[src/rtl/alu_wide_seq.sv]
// Multi-word sequencer around a 16-bit combinational ALU: slices a wide operation
// least-significant first, chaining carry/borrow, and returns the assembled result.
module alu_wide_seq #(
  parameter int WORDS = 2
) (
  input  logic                 clk,
  input  logic                 rst_n,
  input  logic                 req_valid,
  output logic                 req_ready,
  input  logic [16*WORDS-1:0]  req_a,
  input  logic [16*WORDS-1:0]  req_b,
  input  logic [3:0]           req_select,
  input  logic                 req_mode,
  input  logic                 req_carry,
  output logic [15:0]          alu_a,
  output logic [15:0]          alu_b,
  output logic [3:0]           alu_select,
  output logic                 alu_mode,
  output logic                 alu_carry_in,
  input  logic [15:0]          alu_out,
  input  logic                 alu_carry_out,
  output logic                 rsp_valid,
  input  logic                 rsp_ready,
  output logic [16*WORDS-1:0]  rsp_result,
  output logic                 rsp_carry,
  output logic                 rsp_zero
);

  localparam int IDX_W = (WORDS > 1) ? $clog2(WORDS) : 1;
  localparam logic [IDX_W-1:0] LAST_IDX = IDX_W'(WORDS - 1);

  typedef enum logic [1:0] {
    IDLE,
    RUN,
    DONE
  } state_t;

  state_t state;
  state_t state_next;

  logic [IDX_W-1:0]    idx;
  logic [16*WORDS-1:0] a_reg;
  logic [16*WORDS-1:0] b_reg;
  logic [16*WORDS-1:0] result_reg;
  logic [3:0]          select_reg;
  logic                mode_reg;
  logic                carry_reg;

  always_ff @(posedge clk or negedge rst_n) begin
    if (!rst_n) begin
      state <= IDLE;
    end else begin
      state <= state_next;
    end
  end

  always_comb begin
    state_next = state;
    req_ready  = 1'b0;
    rsp_valid  = 1'b0;
    case (state)
      IDLE: begin
        req_ready = 1'b1;
        if (req_valid) begin
          state_next = RUN;
        end
      end
      RUN: begin
        if (idx == LAST_IDX) begin
          state_next = DONE;
        end
      end
      DONE: begin
        rsp_valid = 1'b1;
        if (rsp_ready) begin
          state_next = IDLE;
        end
      end
      default: state_next = IDLE;
    endcase
  end

  // Carry only propagates between slices in arithmetic mode; logic-mode ALU carry is junk.
  always_ff @(posedge clk or negedge rst_n) begin
    if (!rst_n) begin
      idx        <= '0;
      a_reg      <= '0;
      b_reg      <= '0;
      result_reg <= '0;
      select_reg <= '0;
      mode_reg   <= 1'b0;
      carry_reg  <= 1'b0;
    end else begin
      case (state)
        IDLE: begin
          if (req_valid) begin
            a_reg      <= req_a;
            b_reg      <= req_b;
            select_reg <= req_select;
            mode_reg   <= req_mode;
            carry_reg  <= req_carry & req_mode;
            idx        <= '0;
          end
        end
        RUN: begin
          result_reg[16*idx +: 16] <= alu_out;
          carry_reg                <= mode_reg & alu_carry_out;
          if (idx != LAST_IDX) begin
            idx <= idx + 1'b1;
          end
        end
        default: begin
        end
      endcase
    end
  end

  always_comb begin
    alu_a        = '0;
    alu_b        = '0;
    alu_carry_in = 1'b0;
    if (state == RUN) begin
      alu_a        = a_reg[16*idx +: 16];
      alu_b        = b_reg[16*idx +: 16];
      alu_carry_in = carry_reg;
    end
  end

  assign alu_select = select_reg;
  assign alu_mode   = mode_reg;
  assign rsp_result = result_reg;
  assign rsp_carry  = carry_reg;
  assign rsp_zero   = ~|result_reg;

endmodule

[config.mk]
export PLATFORM = sky130hd
export DESIGN_NAME = alu_wide_seq
export DESIGN_NICKNAME = d
export VERILOG_FILES = /design/src/rtl/alu_wide_seq.sv
export SDC_FILE = /design/constraint.sdc
export NUM_CORES = 1
export LEC_CHECK = 0
export ABC_AREA = 1
export CAP_MARGIN = 20
export CORE_ASPECT_RATIO = 0.75
export CORE_UTILIZATION = 44
export DETAILED_ROUTE_END_ITERATION = 12
export PLACE_DENSITY = 0.83
export SETUP_SLACK_MARGIN = 0.4
export SLEW_MARGIN = 30
export SYNTH_ARGS = -nofsm -noshare
export SYNTH_HDL_FRONTEND = slang
export SYNTH_SLANG_ARGS = --single-unit
[constraint.sdc]
create_clock -name clk -period 3.8 [get_ports clk]
set_clock_uncertainty 0.1 [all_clocks]
set_input_delay 0.57 -clock clk [delete_from_list [all_inputs] [get_ports clk]]
set_output_delay 0.57 -clock clk [all_outputs]
set_load 0.05 [all_outputs]
# After elaboration in Yosys (flattened, before gate mapping)
# Cells that the tools add are included.
dict set report word_totals {
  out_inout_bits 74
  ff_bits 105
}
dict set report classes {
  mux 15
  add_sub_neg 2
  n_eq_ne 5
  shift 4
  n_reduce_logical 7
  n_bitwise 2
}
# cell count
set ops {}
lappend ops {{indexed part select 32 x 6 -> 16 bit} 2}
lappend ops {{negator 5 -> 34 bit} 1}
lappend ops {{variable shift 16 x 34 -> 32 bit, first input constant} 1}
lappend ops {{indexed part select 16 x 34 -> 32 bit} 1}
lappend ops {{bitwise mux 32 bit} 1}
lappend ops {{2-to-1 mux 16 bit} 2}
lappend ops {{OR reduction 32 bit} 1}
lappend ops {{2-to-1 mux 1 bit} 6}
lappend ops {{2-to-1 mux 2 bit} 3}
lappend ops {{!= test 2 bit, second input constant} 3}
lappend ops {{one-hot mux 2 bit (3 select lines)} 1}
lappend ops {{one-hot mux 1 bit (2 select lines)} 2}
lappend ops {{AND reduction 2 bit} 2}
lappend ops {{AND reduction 3 bit} 1}
lappend ops {{AND 1 bit} 2}
lappend ops {{equality test 2 x 1 -> 1 bit, second input constant} 1}
lappend ops {{equality test 2 bit, second input constant} 1}
lappend ops {{zero test 2 bit} 1}
lappend ops {{nonzero test 2 bit} 1}
lappend ops {{adder 1 bit, second input constant} 1}
lappend ops {{zero test 1 bit} 1}

# Logic depth before layout (Yosys ltp)
# Gate-level depths: netlist of the first run.
dict set report logic_depth {
  ltp_word 3
  mapped_depth 6
  depth_no_buf 6
}

# Worst setup path after synthesis of the first run
# No wires, ideal clock.
dict set report synth_path {
  kind {flip-flop to output port}
  from {reg idx}
  to {out alu_b[10]}
  t_required_ps 3130
  t_arrival_ps 1613
  stages_incl_launch_ff 6
  slack_ps 1517
  cell_sequence {dfrtp_1 -> buf_2 -> inv_2 -> buf_2 -> nand2_1 -> a21oi_1}
}
dict set report synth_via {
  elab_chain_cells 2
}
# element line
set synth_lines {}
lappend synth_lines {{start, declared} 41} ;# logic [IDX_W-1:0] idx;
lappend synth_lines {{start signal, assigned} 109} ;# idx <= idx + 1'b1;
lappend synth_lines {{indexed part select 32 x 6 -> 16 bit} 124} ;# alu_b = b_reg[16*idx +: 16];
lappend synth_lines {{2-to-1 mux 16 bit} 122} ;# if (state == RUN) begin
lappend synth_lines {{end, declared} 16} ;# output logic [15:0] alu_b,
# Every way passes these cells.

# Final worst setup path of the first run
dict set report layout_path {
  from {reg state[1]}
  to {out alu_b[10]}
}
dict set report layout_via {
  elab_chain_cells 2
}
# element line
set layout_lines {}
lappend layout_lines {{start, declared} 38} ;# state_t state;
lappend layout_lines {{start signal, assigned} 53} ;# state <= state_next;
lappend layout_lines {{equality test 2 x 1 -> 1 bit} 122}
lappend layout_lines {{2-to-1 mux 16 bit} 122}
# Every way passes these cells.

==> impl_metrics.json, run 1 <==
{
  "synthFlopType": "dfrtp_1",
  "sw_frac_of_total_pct": 48.93,
  "synthCells": 572,
  "synth_area_per_cell_sq_um": 8.268,
  "synth_top_cell_area_share_pct": 55.56,
  "synth_commonest_cells": "nand2_1 (312), dfrtp_1 (105), a21oi_1 (32), o21ai_2 (32), nor2_1 (23)",
  "synth_xor_area_share_pct": 0,
  "worstSetupPathType": "reg2out",
  "rows": 32,
  "fmax_mhz": 310.0,
  "dpl.cell_count": 845,
  "status": "completed",
  "coreArea_sq_mm": 0.01037,
  "timing.final.crit_period_ns": 3.225,
  "grt_overflow": 0,
  "drt-initial-drc-count": 223,
  "cts_made_buffers": 9,
  "rsz0062_at_grt": "no",
  "hold_slack_ns": 0.1775,
  "crit_fanout": 37,
  "setup_slack_ns": 0.5746,
  "grt_pass1_vias": 4163,
  "crit_path_end_kind": "primary output",
  "yosysUniqueCellTypes": 18,
  "post_cts_buffers": 0,
  "io_buffers": 164,
  "ys_seq_area_share_pct": 55.56,
  "worst_r2r_startpoint": "idx",
  "startpoint": "state[1]",
  "rr_worst_depth": 4,
  "finalWeightedCongestion": 0.8639,
  "synth-seq-cells": 105,
  "p_leak_nw": 3.203,
  "cts_resized": 0,
  "ctsLongestPathBuffers": 2,
  "finalSetupViolCount": 0,
  "ios": 165,
  "power_density_mw_per_mm2": 949.7,
  "internal-power_mw": 3.231,
  "vdd_drop_max_v": 0.0004676,
  "yosys.area.top_type": "dfrtp_1",
  "cts-root-buf": "clkbuf_16",
  "grt_pass1_wl_mm": 20.07,
  "synth_compound_area_share_pct": 9.577,
  "dpl_worst_slack_ns": 0.9747,
  "area_delta_synth_final_pct": 40.85,
  "multi_input_area_sq_mm": 0.001826,
  "final-hold-violation-count": 0,
  "synth_nets": 663,
  "clk_latency_ns": 0.33,
  "synthAdderAreaFrac_pct": 0,
  "cts_sinks": 105,
  "path_clk_slew_ns": 0.07,
  "synthMuxAreaShare_pct": 0,
  "wire_per_inst_um": 14.04,
  "final_net_count": 811,
  "wirelength_mm": 12.11,
  "regArea_sq_mm": 0.002628,
  "die_h_um": 91.79,
  "drv_slew": 0,
  "num_vias": 4226,
  "route.antenna.remaining_nets": 0,
  "synthSimpleGateAreaFrac_pct": 29.02,
  "final_cell_count_no_fill": 862,
  "start_kind": "register",
  "dr.pass1.iters": 4,
  "required_ns": 3.13,
  "post_drt_via_cell_ratio": 4.903,
  "dieWidth_um": 121.7,
  "grt_start_max_net_pins": 87,
  "finalSetupTns_ns": 0,
  "seqPwrFrac_pct": 32.1,
  "synth_top_family_by_area": "simple AND/OR/NAND/NOR gates",
  "arrival_ns": 2.56,
  "dieArea_sq_mm": 0.01117,
  "hpwlAfterDp_mm": 8.230,
  "fill_cells": 861,
  "slew-limit-headroom_pct": 46.46,
  "hp-class": "in2async",
  "yosysWarnings": 0,
  "start_util_pct": 45.61,
  "postSynth.asyncResetShare_pct": 100.0,
  "syn_area_sq_mm": 0.004730,
  "synth_most_common_cell": "nand2_1",
  "clkPwrFrac_pct": 14.0,
  "drc": 0,
  "holdBufCountCts": 0,
  "grt_antenna_before_repair": 1,
  "yosys-top-cells-area": "dfrtp_1 (56%), nand2_1 (25%), o21ai_2 (5.9%)",
  "power.switching_mw": 3.095,
  "drv_cap": 0,
  "htree_levels": 3,
  "cts_tree": "built",
  "layout-drive-gt1-share_pct": 9.241,
  "fin_crit_sh_pct": 84.88,
  "tightest_slew_ns": 0.8003,
  "track_usage_pct": 23.02,
  "synth_edf_count": 0,
  "power_frac_comb_pct": 53.9
}
-- cells by family after synthesis --
logic type      count (synthesis)
flops                         105
buf+inv                        51
simple gates                  350
compound gates                 66
-- power by group through the flow --
stage	clock network, mW	registers, mW	logic, mW
floorplan	0	2.65	1.77
global placement	0	2.02	3.36
detailed placement	0	2.03	3.43
CTS	0.909	2.03	3.44
global route	0.961	2.11	3.68
finish	0.884	2.03	3.41
-- per-stage QoR --
| step | total power, mW | utilization (%) | instance area [sq um] |
|---|---|---|---|
| 2_1_floorplan | 4.415 | - | 4730 |
| 3_3_place_gp | 5.379 | 61.37 | 6364 |
| 3_5_place_dp | 5.465 | 61.43 | 6370 |
| 4_1_cts | 6.382 | 64.21 | 6659 |
| 5_1_grt | 6.746 | 64.24 | 6661 |
| 6_report | 6.326 | 64.24 | 6661 |
-- final cells by class --
type	instances	share of cell area, %
Antenna cell	1	0.03757
Clock buffer	10	3.588
Clock inverter	6	0.7513
Inverter	21	1.221
Multi-Input combinational cell	416	27.40
Sequential cell	105	39.44
Tap cell	136	2.554
Timing Repair Buffer	167	25.00
-- worst paths after layout --
kind                                 end  slack, ns
setup / recovery               alu_b[10]       0.57
hold / removal                 b_reg[16]       0.18
setup reg to reg           rsp_result[6]       2.02
hold reg to reg                b_reg[20]       0.38
max in group asynchronous      a_reg[23]       2.63
min in group clk               b_reg[20]       0.38
-- layout by cell type (no fill, tap or decap) --
master / n
clkbuf_16: 9
o21ai_2: 32
inv_8: 1
clkinv_4: 2
nand2_4: 3
clkdlybuf4s50_1: 163
o31ai_1: 1
clkbuf_8: 1
a21oi_1: 32
dfrtp_1: 105
inv_6: 1
nand2_1: 312
buf_4: 3
inv_1: 18
nand2_2: 7
inv_4: 1
clkinvlp_4: 1
buf_6: 1
diode_2: 1
nand3_1: 3
o21ai_1: 1
nor2_4: 2
clkinv_2: 1
nor2_1: 23
inv_2: 2
-- per-layer routing --
metal | global-route usage, % | wire, um | part of all wire, %
met5 | 0 | 0 | 0
met4 | 8.025 | 197 | 1.6
met3 | 4.664 | 699 | 5.8
met2 | 37.26 | 5768 | 48
met1 | 30.75 | 5439 | 45
-- critical path, stage by stage (launching register included) --
cell,delay [ns]
dfrtp_1,0.45
inv_1,0.13
nand2_2,0.45
a21oi_1,0.33
clkdlybuf4s50_1,0.85
Power figures use the tool's default switching activity.
==> run 2: changes to the inputs <==
Clock period 3.8 ns to 3.4 ns, I/O delays scaled along.
==> impl_metrics.json, run 2 (synthesis results as in run 1) <==
{
  "drv_cap": 0,
  "worst_r2r_startpoint": "idx",
  "arrival_ns": 2.05,
  "clkPwrFrac_pct": 14.4,
  "area_delta_synth_final_pct": 39.95,
  "cts_sinks": 105,
  "route.antenna.remaining_nets": 0,
  "hpwlAfterDp_mm": 8.497,
  "grt_overflow": 0,
  "cts_resized": 0,
  "grt_pass1_wl_mm": 19.84,
  "clk_latency_ns": 0.34,
  "crit_fanout": 3,
  "ctsLongestPathBuffers": 2,
  "seqPwrFrac_pct": 31.6,
  "holdBufCountCts": 0,
  "power_frac_comb_pct": 54.0,
  "vdd_drop_max_v": 0.0004473,
  "dr.pass1.iters": 5,
  "worstSetupPathType": "reg2out",
  "start_kind": "register",
  "final-hold-violation-count": 0,
  "rows": 32,
  "grt_pass1_vias": 4226,
  "drv_slew": 0,
  "path_clk_slew_ns": 0.07,
  "cts-root-buf": "clkbuf_16",
  "finalSetupTns_ns": 0,
  "grt_antenna_before_repair": 0,
  "num_vias": 4301,
  "design_area_sq_mm": 0.006619,
  "drc": 0,
  "placedInstanceArea_sq_mm": 0.006319,
  "most-common-layout-cells": "nand2_1 (312), clkdlybuf4s50_1 (131), dfrtp_1 (105), buf_4 (37)",
  "dieWidth_um": 121.7,
  "finalWeightedCongestion": 0.7842,
  "io_buffers": 164,
  "htree_levels": 3,
  "crit_path_end_kind": "primary output",
  "cts_made_buffers": 9,
  "post_drt_via_cell_ratio": 4.978,
  "drt-initial-drc-count": 223,
  "post_cts_buffers": 0,
  "coreArea_sq_mm": 0.01037,
  "power.switching_mw": 3.475,
  "internal-power_mw": 3.605,
  "layout_commonest_cell": "nand2_1",
  "fmax_mhz": 375.6,
  "grt_start_max_net_pins": 78,
  "hp-class": "in2async",
  "final_net_count": 814,
  "p_leak_nw": 3.287,
  "fin_crit_sh_pct": 78.30,
  "tightest_slew_ns": 0.7128,
  "ios": 165,
  "layout-drive-gt1-share_pct": 14.01,
  "start_util_pct": 45.61,
  "timing.final.crit_period_ns": 2.662,
  "startpoint": "rsp_result[15]",
  "cts_tree": "built",
  "die_h_um": 91.79,
  "wirelength_mm": 12.26,
  "wire_per_inst_um": 14.19,
  "finalSetupViolCount": 0,
  "status": "completed",
  "power_density_mw_per_mm2": 1070,
  "dieArea_sq_mm": 0.01117,
  "required_ns": 2.79,
  "track_usage_pct": 22.98,
  "rsz0062_at_grt": "no",
  "slew-limit-headroom_pct": 52.48,
  "antenna_cells": 0,
  "sw_frac_of_total_pct": 49.08
}
## run 2: worst max-delay path, stage by stage (launching register included)
cell and delay, ns:
dfrtp_1 0.41, nor2_1 0.13, nand2_1 0.08, nor2_1 0.11
nand2_1 0.06, nor2_1 0.11, clkdlybuf4s50_1 0.81
## run 2: cell type report
type | count | area [sq um]
fill | 878 | 3751
sequential | 105 | 2628
multi-input combinational | 416 | 1826
timing repair buffer | 170 | 1620
clock buffer | 11 | 252.7
tap | 136 | 170.2
inverter | 21 | 78.83
clock inverter | 5 | 43.79
## run 2: per-stage QoR
step	utilization, %	total power, mW	hold WS (ns)	worst slack (ns)	std cells
after global placement	60.93	5.981	0.3617	1.136	848
after floorplan	-	4.935	0.1144	1.177	572
final	63.83	7.081	0.07239	0.7379	864
after detailed placement	60.93	6.089	0.3661	1.106	848
after CTS	63.79	7.139	0.2524	0.7232	864
after global routing	63.83	7.521	0.1418	0.6198	864
## run 2: power by group through the flow
stage	logic, mW	registers (mW)	clock network [mW]
3_3_place_gp	3.77	2.21	0
3_5_place_dp	3.83	2.25	0
4_1_cts	3.85	2.24	1.05
2_1_floorplan	1.98	2.96	0
5_1_grt	4.11	2.32	1.10
6_report	3.82	2.24	1.02
## run 2: final timing paths
kind                                      end  slack [ns]  depth (start not counted)
worst max-delay path                 rsp_zero        0.74                          6
worst min-delay path                b_reg[17]        0.07                          1
worst max register to register  rsp_result[4]        1.59                          4
worst min register to register      b_reg[28]        0.38                          2
max in group asynchronous           b_reg[27]        2.41                          2
min in group clk                    b_reg[28]        0.38                          2
## run 2: metal layers
| layer | routed length [um] | global-route usage [%] | vias to the layer above |
|---|---|---|---|
| li1 | - | - | 2059 |
| met1 | 5315 | 29.80 | 2055 |
| met2 | 5868 | 36.84 | 164 |
| met3 | 791 | 5.473 | 23 |
| met4 | 286 | 9.568 | 0 |
| met5 | 0 | 0 | - |
==> run 3: changes to the inputs <==
Clock period 3.4 ns to 2.49 ns, I/O delays scaled along.
==> impl_metrics.json, run 3 (synthesis results as in run 1) <==
{
  "wire_per_inst_um": 14.43,
  "p_leak_nw": 3.328,
  "finalSetupViolCount": 0,
  "timing.final.crit_period_ns": 2.050,
  "htree_levels": 3,
  "hp-class": "reg2reg",
  "path_clk_slew_ns": 0.07,
  "path_cells": "clkdlybuf4s50_1",
  "required_ns": 2.02,
  "layout_commonest_cell": "nand2_1",
  "route.antenna.remaining_nets": 0,
  "grt_antenna_before_repair": 0,
  "io_buffers": 164,
  "sw_frac_of_total_pct": 48.37,
  "drt-initial-drc-count": 270,
  "start_kind": "register",
  "track_usage_pct": 23.13,
  "finalWeightedCongestion": 0.8123,
  "dieArea_sq_mm": 0.01117,
  "cts_made_buffers": 9,
  "seqPwrFrac_pct": 31.5,
  "worst_path_max_delay_cell": "clkdlybuf4s50_1",
  "post_drt_via_cell_ratio": 4.847,
  "clkPwrFrac_pct": 14.9,
  "rows": 32,
  "postLayoutCoreUtil_pct": 64.94,
  "grt_overflow": 0,
  "cp_top_family": "buffers and inverters",
  "finalSetupTns_ns": 0,
  "vdd_drop_max_v": 0.0007397,
  "ctsLongestPathBuffers": 2,
  "drc": 0,
  "die_h_um": 91.79,
  "antenna_cells": 0,
  "dr.pass1.iters": 4,
  "wirelength_mm": 12.48,
  "worstSetupPathType": "reg2out",
  "cts_tree": "built",
  "power_frac_comb_pct": 53.7,
  "crit_path_end_kind": "primary output",
  "clk_latency_ns": 0.34,
  "power_density_mw_per_mm2": 1468,
  "final-hold-violation-count": 0,
  "num_vias": 4193,
  "fin_crit_sh_pct": 82.32,
  "arrival_ns": 1.58,
  "max_stage_delay_ns": 0.83,
  "power.switching_mw": 4.780,
  "rsz0062_at_grt": "yes",
  "worst-path-buf-inv": 1,
  "cts_sinks": 105,
  "final_cell_count_no_fill": 865,
  "slew-limit-headroom_pct": 55.01,
  "grt_pass1_vias": 4200,
  "grt_pass1_wl_mm": 20.05,
  "drv_cap": 0,
  "drv_slew": 0,
  "layout-drive-gt1-share_pct": 16.05,
  "start_util_pct": 45.61,
  "fmax_mhz": 487.9,
  "crit_fanout": 3,
  "coreArea_sq_mm": 0.01037,
  "area_delta_synth_final_pct": 42.38,
  "internal-power_mw": 5.103,
  "grt_start_max_net_pins": 54,
  "dieWidth_um": 121.7,
  "ios": 165,
  "hpwlAfterDp_mm": 8.487,
  "total_power_mw": 9.883,
  "cts-root-buf": "clkbuf_16",
  "dpl_worst_slack_ns": 0.5387,
  "most-common-layout-cells": "nand2_1 (312), clkdlybuf4s50_1 (127), dfrtp_1 (104), buf_4 (36), o21ai_2 (32)",
  "dpl.cell_count": 848,
  "final_net_count": 815,
  "status": "completed",
  "setup_slack_ns": 0.4402,
  "tightest_slew_ns": 0.6749
}
==> run 3: cell types whose count changed in the layout (fill, tap and decap cells not counted), moves of 2 or more <==
cell	change
a21oi_1	-11
a21oi_2	+11
buf_12	+4
clkdlybuf4s50_1	-4
clkinv_2	+2
dlygate4sd2_1	+2
inv_6	-2
==> run 3: repair_timing <==
action	4_1_cts	5_1_grt
hold endpoints to repair	23	0
endpoints found under the setup margin	35	34
hold buffers	1	0
setup buffers	0	0
resized for setup	10	14
==> run 3: power by group through the flow <==
stage	sequential [mW]	clock, mW	combinational, mW
after global routing	3.21	1.56	5.69
final	3.11	1.47	5.30
after global placement	3.06	0	5.11
after CTS	3.10	1.50	5.28
after detailed placement	3.11	0	5.21
after floorplan	4.04	0	2.70
==> run 3: area by class of cell <==
cell class | instances | area [sq um]
flip-flops and latches | 105 | 2629
multi-input cells | 416 | 1867
fillers | 861 | 3636
repair buffers | 171 | 1669
clock inverters | 4 | 48.80
inverters | 21 | 83.83
clock buffers | 12 | 266.5
well taps | 136 | 170.2
==> run 3: path summary, 6_finish.rpt <==
kind                               start            end  slack [ns]  cells after the start
min in group asynchronous          rst_n      b_reg[16]        0.51                      2
min                            a_reg[14]      a_reg[14]        0.38                      2
min reg2reg                    a_reg[14]      a_reg[14]        0.38                      2
max                        rsp_result[8]  rsp_result[8]        0.44                      1
max in group asynchronous          rst_n      b_reg[28]        1.03                      3
max reg2reg                     state[0]      a_reg[26]        0.82                      6
==> run 3: worst min-delay path, stage by stage (launching register included) <==
cell and delay (ns):
dfrtp_1 0.35, nand2_1 0.05, nand2_1 0.05
==> run 3: per-layer routing <==
| metal | up-vias | GRT usage, % | part of all wire, % |
|---|---|---|---|
| li1 | 2056 | - | - |
| met1 | 1988 | 30.27 | 44 |
| met2 | 134 | 38.59 | 48 |
| met3 | 15 | 5.100 | 5.8 |
| met4 | 0 | 6.379 | 1.6 |
| met5 | - | 0 | 0 |
==> run 3: through the flow <==
stage | instance area (sq um) | hold slack (ns)
final | 6734 | 0.3821
after global routing | 6734 | 0.4047
after CTS | 6690 | 0.3832
after detailed placement | 6339 | 0.3567
after global placement | 6339 | 0.3515
after floorplan | 4730 | -0.02209
